`config.mk`:
```
export PLATFORM = sky130hd
export DESIGN_NAME = piso_tx
export DESIGN_NICKNAME = d
export VERILOG_FILES = /design/src/rtl/piso_pkg.sv /design/src/rtl/piso_hold_reg.sv /design/src/rtl/piso_tx.sv
export SDC_FILE = /design/constraint.sdc
export NUM_CORES = 1
export LEC_CHECK = 0
export CAP_MARGIN = 15
export CELL_PAD_IN_SITES_DETAIL_PLACEMENT = 1
export CELL_PAD_IN_SITES_GLOBAL_PLACEMENT = 1
export CORE_MARGIN = 1
export CORE_UTILIZATION = 41
export CTS_BUF_LIST = sky130_fd_sc_hd__clkbuf_4
export CTS_CLUSTER_SIZE = 40
export DETAILED_ROUTE_END_ITERATION = 10
export PLACE_DENSITY = 0.89
export SYNTH_ARGS = -nofsm -noshare
export SYNTH_HDL_FRONTEND = slang
export SYNTH_SLANG_ARGS = --single-unit
export TNS_END_PERCENT = 20
```
`constraint.sdc`:
```
create_clock -name clk -period 3.5 [get_ports clk]
set_clock_uncertainty 0.15 [all_clocks]
set_input_delay 0.35 -clock clk [delete_from_list [all_inputs] [get_ports clk]]
set_output_delay 0.35 -clock clk [all_outputs]
set_load 0.03 [all_outputs]
```
`src/rtl/piso_pkg.sv`:
```
// Shared types and helpers for the parallel-in serial-out transmitter.
package piso_pkg;

  typedef enum logic [0:0] {
    ST_IDLE,
    ST_SHIFT
  } state_e;

  function automatic int unsigned cnt_width(input int unsigned width);
    return $clog2(width);
  endfunction

endpackage

```
`src/rtl/piso_hold_reg.sv`:
```
// One-entry holding buffer that lets the next word wait while the current one shifts out.
module piso_hold_reg #(
  parameter int unsigned WIDTH = 4
) (
  input  logic             clk,
  input  logic             reset,
  input  logic             push,
  input  logic [WIDTH-1:0] push_data,
  input  logic             pop,
  output logic [WIDTH-1:0] hold_data,
  output logic             hold_full
);

  logic [WIDTH-1:0] data_q;
  logic             full_q;

  // push only happens while empty and pop only while full, so they never coincide
  always_ff @(posedge clk) begin
    if (reset) begin
      data_q <= '0;
      full_q <= 1'b0;
    end else if (push) begin
      data_q <= push_data;
      full_q <= 1'b1;
    end else if (pop) begin
      full_q <= 1'b0;
    end
  end

  assign hold_data = data_q;
  assign hold_full = full_q;

endmodule

```
`src/rtl/piso_tx.sv`:
```
// Parallel-in serial-out transmitter with load/ready handshake and a one-word holding register.
module piso_tx
  import piso_pkg::*;
#(
  parameter int unsigned WIDTH     = 4,
  parameter bit          MSB_FIRST = 1'b1
) (
  input  logic             clk,
  input  logic             reset,
  input  logic             load,
  input  logic [WIDTH-1:0] datain,
  output logic             ready,
  output logic             sout,
  output logic             sout_valid,
  output logic             last,
  output logic             busy
);

  localparam int unsigned     CntW    = cnt_width(WIDTH);
  localparam logic [CntW-1:0] LastCnt = CntW'(WIDTH - 1);

  state_e           state_q, state_d;
  logic [CntW-1:0]  cnt_q, cnt_d;
  logic [WIDTH-1:0] shreg_q, shreg_d;
  logic             sout_q, sout_d;
  logic             valid_q, valid_d;
  logic             last_q, last_d;

  logic             accept;
  logic             final_bit;
  logic             push;
  logic             pop;
  logic             hold_full;
  logic [WIDTH-1:0] hold_data;

  piso_hold_reg #(
    .WIDTH(WIDTH)
  ) u_hold (
    .clk      (clk),
    .reset    (reset),
    .push     (push),
    .push_data(datain),
    .pop      (pop),
    .hold_data(hold_data),
    .hold_full(hold_full)
  );

  assign ready = !hold_full;
  assign busy  = (state_q == ST_SHIFT) || hold_full;

  always_comb begin
    accept    = load && ready && !reset;
    final_bit = (state_q == ST_SHIFT) && (cnt_q == LastCnt);
    state_d   = state_q;
    cnt_d     = cnt_q;
    shreg_d   = shreg_q;
    push      = 1'b0;
    pop       = 1'b0;

    case (state_q)
      ST_IDLE: begin
        if (accept) begin
          shreg_d = datain;
          cnt_d   = '0;
          state_d = ST_SHIFT;
        end
      end
      ST_SHIFT: begin
        if (final_bit) begin
          cnt_d = '0;
          // Held word wins over a same-edge load so word order is preserved
          if (hold_full) begin
            shreg_d = hold_data;
            pop     = 1'b1;
          end else if (accept) begin
            shreg_d = datain;
          end else begin
            state_d = ST_IDLE;
          end
        end else begin
          shreg_d = MSB_FIRST ? (shreg_q << 1) : (shreg_q >> 1);
          cnt_d   = cnt_q + 1'b1;
          push    = accept;
        end
      end
      default: state_d = ST_IDLE;
    endcase

    // Output registers look ahead at the next shifter contents so sout is a true flop
    valid_d = (state_d == ST_SHIFT);
    sout_d  = valid_d && (MSB_FIRST ? shreg_d[WIDTH-1] : shreg_d[0]);
    last_d  = valid_d && (cnt_d == LastCnt);
  end

  always_ff @(posedge clk) begin
    if (reset) begin
      state_q <= ST_IDLE;
      cnt_q   <= '0;
      shreg_q <= '0;
      sout_q  <= 1'b0;
      valid_q <= 1'b0;
      last_q  <= 1'b0;
    end else begin
      state_q <= state_d;
      cnt_q   <= cnt_d;
      shreg_q <= shreg_d;
      sout_q  <= sout_d;
      valid_q <= valid_d;
      last_q  <= last_d;
    end
  end

  assign sout       = sout_q;
  assign sout_valid = valid_q;
  assign last       = last_q;

endmodule

```
==> run summary <==
Worst Max-Slew Pin Slew -> 603 ps
Max Fclk -> 0.449 GHz
Register area share after synthesis -> 0.417
Crit path DAT -> 1730 ps
Drt via density -> 5.74
Syn_area_per_cell -> 8.22 µm²
Final HPWL DP -> 1090 µm
Vias in the first global route -> 521
First-pass GRT wire length -> 2260 µm
Clock-pin slew on the worst setup and hold paths -> 80 ps
Syn Nets -> 84
GR Overflow Total -> 0
Initial antenna violation count -> 0
Worst Setup Path Type -> reg -> out
Routed WL -> 1550 µm
Chip width -> 41.0 µm
Final setup TNS -> 0 ps
Area leader, netlist -> dfxtp_1
Wire per inst -> 15.5 µm
Critical Path Sink Type -> output port
Final hold vios -> 0
# DRC -> 0
Final weighted congestion in routability-driven placement -> 0.832
Final Slew Violations -> 0
Final ANT Viol Nets -> 0
DR iter-0 viols -> 8
Max_cap viols -> 0
Hold_ws -> 314 ps
Post-CTS Setup Inserts -> 0
Number of inserted diodes -> 0
CTS Buffer Depth -> 2
#FFs+latches synth -> 13
Clk sinks -> 13
Total CTS buffers -> 3
Area Overhead vs Synth -> 20.2%
Finish-stage setup viols -> 0
Status -> finished, final reports clean
FILL cells -> 177
# H-tree levels -> 1
CTS root buf -> clkbuf_4
Final period demand of the worst path -> 2230 ps
Final cell count without fillers -> 100
Cells after DPL -> 96
Dpl cell area -> 721 µm²
Die ar. -> 1680 µm²
All-Layer GR Usage -> 0.221
Latest clock arrival within the worst-skew pair -> 280 ps
CTS tree -> built
Initial Utilization -> 0.457
RSZ-0062 raised after global routing -> false
Synth warn -> 0
Drt pass-1 iters -> 4
Largest net degree at the start of global routing -> 17
Hold buffers post-CTS -> 0
IO Pins -> 12
Vias -> 574
Resized Gates After CTS -> 0
Post-Syn Area -> 624 µm²
Syn Inst Count -> 76
Leakage -> 0.000278 µW
Core area -> 1370 µm²
Share of cells above drive strength 1 -> 0.118
Buffers on Ports -> 11
Synth cell types -> 32
DIE HEIGHT -> 41.0 µm
Final worst path period share -> 0.637
Design area -> 751 µm²
Top cells by area, synth -> dfxtp_1 42%, a21oi_1 5.6%, nor2_1 4.8%
Setup crit start kind -> register
FP Rows -> 13
Total Power -> 351 µW
Peak supply drop -> 228 µV
Slew margin rel. -> 0.596
Critical path data required time -> 3000 ps
CP max FO -> 14
Layout net count -> 94
Post-synth top area share -> 0.417
Pwr/cell area -> 467 nW/µm²
Worst Hold Class -> reg -> reg
## Yosys cell counts
library cell	number
mux2_4	1
or3_1	1
ha_1	1
mux2i_1	1
a211oi_1	1
buf_6	1
inv_2	1
o21a_1	1
nand4_1	1
or2_2	1
nor4_1	1
a221oi_1	1
buf_2	2
nor2_1	8
a22oi_1	1
o311a_1	1
clkbuf_1	3
nor3_1	4
o21ai_0	3
a21oi_2	1
nor2b_1	3
a21oi_1	7
o31ai_1	1
nand2b_1	1
o21ai_1	1
dfxtp_1	13
nand3_1	4
nor3b_2	1
or3b_1	1
nand2_1	7
nand2_2	1
inv_1	1
## metal layers
metal / routed length, µm / share of wire / GRT usage / vias to the layer above
met2: 739 / 0.48 / 0.336 / 13
met1: 698 / 0.45 / 0.255 / 271
met5: 0 / 0 / 0 / -
met3: 60 / 0.039 / 0.0598 / 7
met4: 53 / 0.034 / 0.183 / 0
li1: - / - / - / 283
## flip-flops by register name, indices dropped and copies added (netlist names)
signal            count
u_hold.hold_full      1
u_hold.hold_data      4
shreg_q               3
last                  1
cnt_q                 2
sout                  1
sout_valid            1
## final timing paths
check	start	to	slack, ps	cells past startpoint
worst max-delay path	sout_valid$_SDFF_PP0_	busy	1270	2
worst min-delay path	u_hold.hold_data[2]$_SDFFE_PP0P_	u_hold.hold_data[2]$_SDFFE_PP0P_	310	2
worst max register to register	cnt_q[0]$_SDFF_PP0_	u_hold.hold_data[0]$_SDFFE_PP0P_	1710	5
worst min register to register	u_hold.hold_data[2]$_SDFFE_PP0P_	u_hold.hold_data[2]$_SDFFE_PP0P_	310	2
## layout by cell type, fill, tap and decap left out, types with 3 or more instances in the layout
cell,n
nor2b_1,3
nor2_1,8
clkbuf_4,4
clkdlybuf4s50_1,11
nand2_1,7
nand3_1,4
a21oi_1,7
dfxtp_1,13
nor3_1,4
o21ai_0,3
## critical path: stages, from the launching register on
cell and delay, ps:
dfxtp_1 600, or2_2 190, clkdlybuf4s50_1 650
## metrics by stage
step	worst slack [ps]	util
6_report	1270	0.549
5_1_grt	1160	0.549
4_1_cts	1270	0.549
3_5_place_dp	1060	0.527
3_3_place_gp	1130	0.527
2_1_floorplan	1850	-
## kinds of logic (layout without fill, tap and decap cells)
| logic type | after synthesis | in the layout | synth area share |
|---|---|---|---|
| AND/OR/NAND/NOR | 34 | 34 | 0.279 |
| buffers and inverters | 8 | 17 | 0.0641 |
| adder cells (fa/ha/maj) | 1 | 1 | 0.0200 |
| multiplexers | 2 | 2 | 0.0401 |
| AO/OA/AOI/OAI | 18 | 18 | 0.180 |
| flip-flops | 13 | 13 | 0.417 |
## cell type report
| cell class | instances | area [µm²] | area share |
|---|---|---|---|
| Inverter | 2 | 7.51 | 0.0100 |
| Sequential cell | 13 | 260 | 0.347 |
| Multi-Input combinational cell | 55 | 324 | 0.432 |
| Timing Repair Buffer | 11 | 110 | 0.147 |
| Clock buffer | 4 | 30.0 | 0.0400 |
| Tap cell | 15 | 18.8 | 0.0250 |
## power by group
part	total (µW)	switching, µW	internal, µW	leakage (µW)
Combinational	76.7	42.5	34.1	0.000153
Sequential	171	12.6	159	0.000106
Clock	103	50.6	52.1	0.0000184
Power figures use the tool's default switching activity.
